===== config.mk =====
export PLATFORM = sky130hd
export DESIGN_NAME = ai_move_controller
export DESIGN_NICKNAME = d
export VERILOG_FILES = /design/src/rtl/ai_pkg.sv /design/src/rtl/ai_best_tracker.sv /design/src/rtl/ai_move_controller.sv
export SDC_FILE = /design/constraint.sdc
export NUM_CORES = 1
export LEC_CHECK = 0
export ABC_CLOCK_PERIOD_IN_PS = 7700
export CAP_MARGIN = 10
export CORE_MARGIN = 8
export CORE_UTILIZATION = 57
export DETAILED_ROUTE_END_ITERATION = 7
export DONT_BUFFER_PORTS = 1
export PLACE_DENSITY = 0.74
export RECOVER_POWER = 25
export SYNTH_ARGS = -nofsm -noshare
export SYNTH_HDL_FRONTEND = slang
export SYNTH_HIERARCHICAL = 1
export SYNTH_SLANG_ARGS = --single-unit

===== constraint.sdc =====
create_clock -name clk -period 7.7 [get_ports clk]
set_clock_uncertainty 0.05 [all_clocks]
set_input_delay 1.54 -clock clk [delete_from_list [all_inputs] [get_ports clk]]
set_output_delay 1.54 -clock clk [all_outputs]
set_load 0.05 [all_outputs]

===== src/rtl/ai_pkg.sv =====
// Shared opcodes, controller states and defaults for the AI move controller.
// Also provides the 5-bit signed column-difference helpers used to plan shifts.
package ai_pkg;

  typedef enum logic [2:0] {
    OP_NOP    = 3'd0,
    OP_ROT_CW = 3'd1,
    OP_LEFT   = 3'd2,
    OP_RIGHT  = 3'd3,
    OP_DROP   = 3'd4
  } cmd_op_e;

  typedef enum logic [2:0] {
    ST_IDLE    = 3'd0,
    ST_START   = 3'd1,
    ST_COLLECT = 3'd2,
    ST_ROTATE  = 3'd3,
    ST_SHIFT   = 3'd4,
    ST_DROP    = 3'd5,
    ST_DONE    = 3'd6
  } ai_state_e;

  localparam logic [3:0] SPAWN_X_DEF = 4'd3;
  localparam logic [7:0] TIMEOUT_DEF = 8'd255;

  function automatic logic signed [4:0] shift_diff(input logic [3:0] x, input logic [3:0] spawn);
    return $signed({1'b0, x}) - $signed({1'b0, spawn});
  endfunction

  // Column distances never exceed 15, so the magnitude fits the 4-bit counter.
  function automatic logic [3:0] shift_mag(input logic signed [4:0] d);
    logic signed [4:0] a;
    a = d[4] ? -d : d;
    return a[3:0];
  endfunction

endpackage


===== src/rtl/ai_best_tracker.sv =====
// Keeps the best candidate seen during collection and presents the placement
// that would be chosen if collection ended this cycle (fallback when none).
module ai_best_tracker
  import ai_pkg::*;
#(
  parameter logic [3:0] SPAWN_X = SPAWN_X_DEF
) (
  input  logic       clk,
  input  logic       rst,
  input  logic       i_clr,
  input  logic       i_en,
  input  logic       i_cand_valid,
  input  logic [1:0] i_cand_rot,
  input  logic [3:0] i_cand_x,
  input  logic [7:0] i_cand_score,
  output logic [1:0] o_sel_rot,
  output logic [3:0] o_sel_x
);

  logic [7:0] r_best_score;
  logic [1:0] r_best_rot;
  logic [3:0] r_best_x;
  logic       r_best_valid;
  logic       w_take;

  // Strict compare keeps the earlier candidate on a tie.
  assign w_take = i_en && i_cand_valid && (!r_best_valid || (i_cand_score > r_best_score));

  always_ff @(posedge clk or posedge rst) begin
    if (rst) begin
      r_best_score <= 8'd0;
      r_best_rot   <= 2'd0;
      r_best_x     <= 4'd0;
      r_best_valid <= 1'b0;
    end else if (i_clr) begin
      r_best_valid <= 1'b0;
    end else if (w_take) begin
      r_best_score <= i_cand_score;
      r_best_rot   <= i_cand_rot;
      r_best_x     <= i_cand_x;
      r_best_valid <= 1'b1;
    end
  end

  always_comb begin
    o_sel_rot = 2'd0;
    o_sel_x   = SPAWN_X;
    if (w_take) begin
      o_sel_rot = i_cand_rot;
      o_sel_x   = i_cand_x;
    end else if (r_best_valid) begin
      o_sel_rot = r_best_rot;
      o_sel_x   = r_best_x;
    end
  end

endmodule


===== src/rtl/ai_move_controller.sv =====
// AI move controller: collects engine candidates, then issues ROT_CW/LEFT/RIGHT/DROP
// commands over a valid/ready handshake. Define AI_TIMEOUT_EN to add the COLLECT watchdog.
//   state   | meaning
//   IDLE    | waiting for ai_go
//   START   | one-cycle engine start, best cleared
//   COLLECT | evaluating candidates until cand_last (or watchdog)
//   ROTATE  | issuing ROT_CW commands
//   SHIFT   | issuing LEFT/RIGHT commands
//   DROP    | issuing the single DROP command
//   DONE    | move_done pulse
module ai_move_controller
  import ai_pkg::*;
#(
  parameter logic [3:0] SPAWN_X     = SPAWN_X_DEF,
  parameter logic [7:0] TIMEOUT_CYC = TIMEOUT_DEF
) (
  input  logic       clk,
  input  logic       reset,
  input  logic       ai_go,
  output logic       eng_start,
  input  logic       cand_valid,
  input  logic [1:0] cand_rot,
  input  logic [3:0] cand_x,
  input  logic [7:0] cand_score,
  input  logic       cand_last,
  output logic       cmd_valid,
  output logic [2:0] cmd_op,
  input  logic       cmd_ready,
  output logic       busy,
  output logic       move_done
);

`ifdef AI_TIMEOUT_EN
  localparam bit TO_EN = 1'b1;
`else
  localparam bit TO_EN = 1'b0;
`endif

  ai_state_e r_state, w_nxt_state;
  logic [3:0] r_cnt, w_nxt_cnt;
  logic [3:0] r_shift, w_nxt_shift;
  logic       r_left, w_nxt_left;
  logic       r_cmd_valid, w_nxt_cmd_valid;
  cmd_op_e    r_cmd_op, w_nxt_cmd_op;
  logic [7:0] r_to;
  logic       w_timeout;
  logic       w_hs;
  logic       w_collect_end;
  logic [1:0] w_sel_rot;
  logic [3:0] w_sel_x;
  logic signed [4:0] w_diff;
  logic [3:0] w_dist;

  ai_best_tracker #(
    .SPAWN_X (SPAWN_X)
  ) u_best (
    .clk          (clk),
    .rst          (reset),
    .i_clr        (r_state == ST_START),
    .i_en         (r_state == ST_COLLECT),
    .i_cand_valid (cand_valid),
    .i_cand_rot   (cand_rot),
    .i_cand_x     (cand_x),
    .i_cand_score (cand_score),
    .o_sel_rot    (w_sel_rot),
    .o_sel_x      (w_sel_x)
  );

  assign w_hs          = r_cmd_valid && cmd_ready;
  assign w_diff        = shift_diff(w_sel_x, SPAWN_X);
  assign w_dist        = shift_mag(w_diff);
  assign w_timeout     = TO_EN && (r_state == ST_COLLECT) && !cand_valid &&
                         (r_to == TIMEOUT_CYC - 8'd1);
  assign w_collect_end = (cand_valid && cand_last) || w_timeout;

  // Watchdog counts idle COLLECT cycles; stays at zero when the feature is off.
  always_ff @(posedge clk or posedge reset) begin
    if (reset) begin
      r_to <= 8'd0;
    end else if (!TO_EN || r_state != ST_COLLECT || cand_valid) begin
      r_to <= 8'd0;
    end else begin
      r_to <= r_to + 8'd1;
    end
  end

  always_ff @(posedge clk or posedge reset) begin
    if (reset) begin
      r_state     <= ST_IDLE;
      r_cnt       <= 4'd0;
      r_shift     <= 4'd0;
      r_left      <= 1'b0;
      r_cmd_valid <= 1'b0;
      r_cmd_op    <= OP_NOP;
    end else begin
      r_state     <= w_nxt_state;
      r_cnt       <= w_nxt_cnt;
      r_shift     <= w_nxt_shift;
      r_left      <= w_nxt_left;
      r_cmd_valid <= w_nxt_cmd_valid;
      r_cmd_op    <= w_nxt_cmd_op;
    end
  end

  always_comb begin
    w_nxt_state     = r_state;
    w_nxt_cnt       = r_cnt;
    w_nxt_shift     = r_shift;
    w_nxt_left      = r_left;
    w_nxt_cmd_valid = 1'b0;
    w_nxt_cmd_op    = OP_NOP;

    case (r_state)
      ST_IDLE: begin
        if (ai_go) w_nxt_state = ST_START;
      end
      ST_START: begin
        w_nxt_state = ST_COLLECT;
      end
      ST_COLLECT: begin
        if (w_collect_end) begin
          w_nxt_shift = w_dist;
          w_nxt_left  = w_diff[4];
          if (w_sel_rot != 2'd0) begin
            w_nxt_state = ST_ROTATE;
            w_nxt_cnt   = {2'b00, w_sel_rot};
          end else if (w_dist != 4'd0) begin
            w_nxt_state = ST_SHIFT;
            w_nxt_cnt   = w_dist;
          end else begin
            w_nxt_state = ST_DROP;
            w_nxt_cnt   = 4'd0;
          end
        end
      end
      ST_ROTATE: begin
        if (w_hs && r_cnt != 4'd0) w_nxt_cnt = r_cnt - 4'd1;
        if (r_cnt == 4'd0 || (w_hs && r_cnt == 4'd1)) begin
          if (r_shift != 4'd0) begin
            w_nxt_state = ST_SHIFT;
            w_nxt_cnt   = r_shift;
          end else begin
            w_nxt_state = ST_DROP;
            w_nxt_cnt   = 4'd0;
          end
        end
      end
      ST_SHIFT: begin
        if (w_hs && r_cnt != 4'd0) w_nxt_cnt = r_cnt - 4'd1;
        if (r_cnt == 4'd0 || (w_hs && r_cnt == 4'd1)) begin
          w_nxt_state = ST_DROP;
          w_nxt_cnt   = 4'd0;
        end
      end
      ST_DROP: begin
        if (w_hs) w_nxt_state = ST_DONE;
      end
      ST_DONE: begin
        w_nxt_state = ST_IDLE;
      end
      default: begin
        w_nxt_state = ST_IDLE;
      end
    endcase

    // Command register is loaded from the upcoming state so it holds steady under stall.
    case (w_nxt_state)
      ST_ROTATE: begin
        if (w_nxt_cnt != 4'd0) begin
          w_nxt_cmd_valid = 1'b1;
          w_nxt_cmd_op    = OP_ROT_CW;
        end
      end
      ST_SHIFT: begin
        if (w_nxt_cnt != 4'd0) begin
          w_nxt_cmd_valid = 1'b1;
          w_nxt_cmd_op    = w_nxt_left ? OP_LEFT : OP_RIGHT;
        end
      end
      ST_DROP: begin
        w_nxt_cmd_valid = 1'b1;
        w_nxt_cmd_op    = OP_DROP;
      end
      default: begin
        w_nxt_cmd_valid = 1'b0;
        w_nxt_cmd_op    = OP_NOP;
      end
    endcase
  end

  assign cmd_valid = r_cmd_valid;
  assign cmd_op    = r_cmd_op;
  assign busy      = (r_state != ST_IDLE);
  assign eng_start = (r_state == ST_START);
  assign move_done = (r_state == ST_DONE);

endmodule


==> flow_summary.toml, run 1 <==
[outcome]
status = "finished clean"

[critical_path]
required_ps = 7870
crit_family = "compound AO/OA/AOI/OAI gates"
slowest_delay_ps = 500
path_common_cell = "a21oi_2"
path_cells = "ha_1 -> a41o_1 -> a21oi_2 -> nand2_1 -> o21a_1 -> a22oi_1 -> a21boi_0 -> o211ai_1 -> a21oi_1 -> or4_1 -> or3b_1 -> a21oi_2"
path_buf_inv = 0
crit_slowest_cell = "or4_1"
endpoint_kind = "flip-flop"
critPathMaxFanout = 7
worstPathArrival_ps = 4720
cp-start-kind = "primary input"
crit_type = "primary input to flip-flop"

[clocking]
postCtsSetupRepairBufs = 0
cts_buffer_depth = 2
cts_tree = "built"
cts_resized = 0
clock_sinks = 31
root_buffer = "clkbuf_8"
clk_pin_slew_worst_paths_ps = 70
cts-hold-fix-buffers = 0
cts_buffers = 5
htreeDepth = 2
clk_latency_ps = 290

[power_and_ir_drop]
p_leak_uw = 0.00109
ir_drop_mv = 0.229
power_density_nw_per_um2 = 489

[logic_synthesis]
synthFlopType = "dfrtp_1"
ys_ff_latch = 31
yosys_warnings = 6
seq_area_frac_synth_pct = 35.7
syn_area_um2 = 2180
async_flop_share_pct = 100
synth.avg_cell_area_um2 = 9.71
synth_cell_type_count = 66
synthCells = 224
syn_nets = 256
synth_edf_count = 0

[floorplanning]
fp.dieH_um = 77.8
core_um2 = 3660
fp-row-count = 22
die-area_um2 = 6050
die_x_um = 77.8
pin_count = 27
start_util_pct = 59.4

[sta]
hold_viol = 0
drv_slew = 0
fin_setup_tns_ps = 0
fin_crit_ps = 4560
tightest_slew_ps = 981
fin_ws_ps = 3140
setup_violations = 0
slew_headroom_pct = 34.2
rsz0062_at_grt = "no"
layout_worst_path_cycle_share_pct = 59.2
fmax_mhz = 219

[placed_design]
gp_congestion = 0.935
pre_cts_slack_ps = 2880
dpl_cell_area_um2 = 2190
portBuffers = 0
dpl.hpwl_mm = 4.02

[finish]
design_area_um2 = 2310
layout_common_cells = "31 x dfrtp_1, 21 x inv_1, 16 x nand2_1"
postLayoutCoreUtil_pct = 63.2
fill_cells = 307
synthToLayoutAreaGrowth_pct = 6.27
layout-drive-gt1-share_pct = 17.3
antenna_cells = 0
layout_commonest_cell = "dfrtp_1"
layout.nets = 256

[flow_run]
max-cap-violations = 0

[grt]
grt_max_degree = 18
grt_pass1_wl_mm = 8.77
gr-total-overflow = 0
grt_antenna_before_repair = 0
grt_pass1_vias = 1866
grt.total_usage_pct = 17.9

[detailed_routing]
wl_mm = 5.14
vias_per_cell = 6.36
vias = 1736
drt_pass1_iterations = 4
drt_iter0_drc = 122
drc_errors = 0
wire_per_inst_um = 18.8
ant_nets = 0

[min_path]
hold_path.class = "flip-flop to flip-flop"
area by class of cell:
type	count	area, um^2	area share, %
multi-input combinational	165	1280	55.4
sequential	31	776	33.5
clock buffer	6	82.6	3.57
inverter	21	78.8	3.41
tap	48	60.1	2.60
clock inverter	2	35.0	1.52
sequential cells by signal (all words and copies together) (netlist names):
register             cells
cmd_valid                1
r_left                   1
r_cnt                    4
cmd_op                   3
u_best/r_best_rot        2
r_state                  3
r_shift                  4
u_best/r_best_valid      1
u_best/r_best_x          4
u_best/r_best_score      8
worst reg2reg max path: cells and delay by family (launching register included):
family,cells,cell delay [ps]
simple gates,4,1690
compound gates,7,1510
flops,1,660
cells by family after synthesis:
| family | after synthesis | share of synthesized area [%] |
|---|---|---|
| AO/OA/AOI/OAI | 71 | 24.0 |
| AND/OR/NAND/NOR | 64 | 17.5 |
| flip-flops | 31 | 35.7 |
| buffers and inverters | 28 | 5.75 |
| multiplexers | 15 | 8.97 |
| adder cells (fa/ha/maj) | 12 | 6.90 |
| XOR/XNOR | 3 | 1.21 |
power breakdown:
group / leakage, uW / switching [uW] / internal (uW)
Combinational: 0.000643 / 339 / 266
Clock: 0.0000612 / 63.9 / 105
Sequential: 0.000382 / 116 / 240
Total: 0.00109 / 519 / 610
layer usage:
metal | wire length (um) | up-vias | global-route usage [%]
met5 | 0 | - | 0
met4 | 102 | 0 | 7.92
met3 | 392 | 11 | 5.88
met2 | 2660 | 53 | 31.9
met1 | 1990 | 841 | 18.6
li1 | - | 831 | -
metrics by stage:
step	total power [uW]	hold slack [ps]	cells
after global routing	1210	480	273
after detailed placement	957	448	265
after global placement	923	438	265
after CTS	1130	464	273
after floorplan	835	400	224
final	1130	458	273
cells in the mapped netlist (all sizes together) (3+ instances only):
cell type / number / area share, %
xnor2: 3 / 1.2
o211ai: 3 / 1.3
a21oi: 16 / 4.2
nor3b: 3 / 1.3
and2: 3 / 1.0
clkbuf: 3 / 0.52
nor2: 14 / 3.2
or3b: 3 / 1.2
mux2i: 3 / 1.4
a21o: 3 / 1.0
o21ai: 14 / 3.9
mux2: 12 / 7.6
ha: 12 / 6.9
nand2b: 4 / 1.1
inv: 21 / 3.6
a22o: 5 / 2.1
dfrtp: 31 / 36
nand3: 4 / 0.92
nand2: 16 / 2.8
a31oi: 6 / 1.7
buf: 4 / 1.6
final timing paths:
kind                                             start                      to  slack, ps  cells after the start
worst min-delay path            u_best/r_best_score[3]  u_best/r_best_score[3]        460                      1
worst min register to register  u_best/r_best_score[3]  u_best/r_best_score[3]        460                      1
min in group asynchronous                        reset  u_best/r_best_score[5]       1140                      1
worst max-delay path                     cand_score[7]               cmd_op[0]       3140                     12
max in group asynchronous                        reset              r_shift[3]       6040                      1
worst max register to register              r_state[1]               cmd_op[0]       3710                     11
Note: power is estimated with default switching activity, not from simulation.
==> run 2, diff against run 1 <==
--- a/config.mk
+++ b/config.mk
@@ -5,7 +5,7 @@
 export SDC_FILE = /design/constraint.sdc
 export NUM_CORES = 1
 export LEC_CHECK = 0
-export ABC_CLOCK_PERIOD_IN_PS = 7700
+export ABC_CLOCK_PERIOD_IN_PS = 4550
 export CAP_MARGIN = 10
 export CORE_MARGIN = 8
 export CORE_UTILIZATION = 57
==> constraint.sdc (replaced) <==
create_clock -name clk -period 4.55 [get_ports clk]
set_clock_uncertainty 0.05 [all_clocks]
set_input_delay 0.91 -clock clk [delete_from_list [all_inputs] [get_ports clk]]
set_output_delay 0.91 -clock clk [all_outputs]
set_load 0.05 [all_outputs]
==> results of run 2 <==
Same layout as run 1 (identical final DEF). Status: finished clean.
Main changes from that run: setup slack after placement 2880 ps -> 356 ps; setup slack after layout 3140 ps -> 560 ps; start point of the critical path cand_score[7] -> r_state[1]; register-to-register setup slack 3710 ps -> 560 ps; total power 1130 uW -> 1910 uW; worst IR drop on VDD 0.229 mV -> 0.388 mV
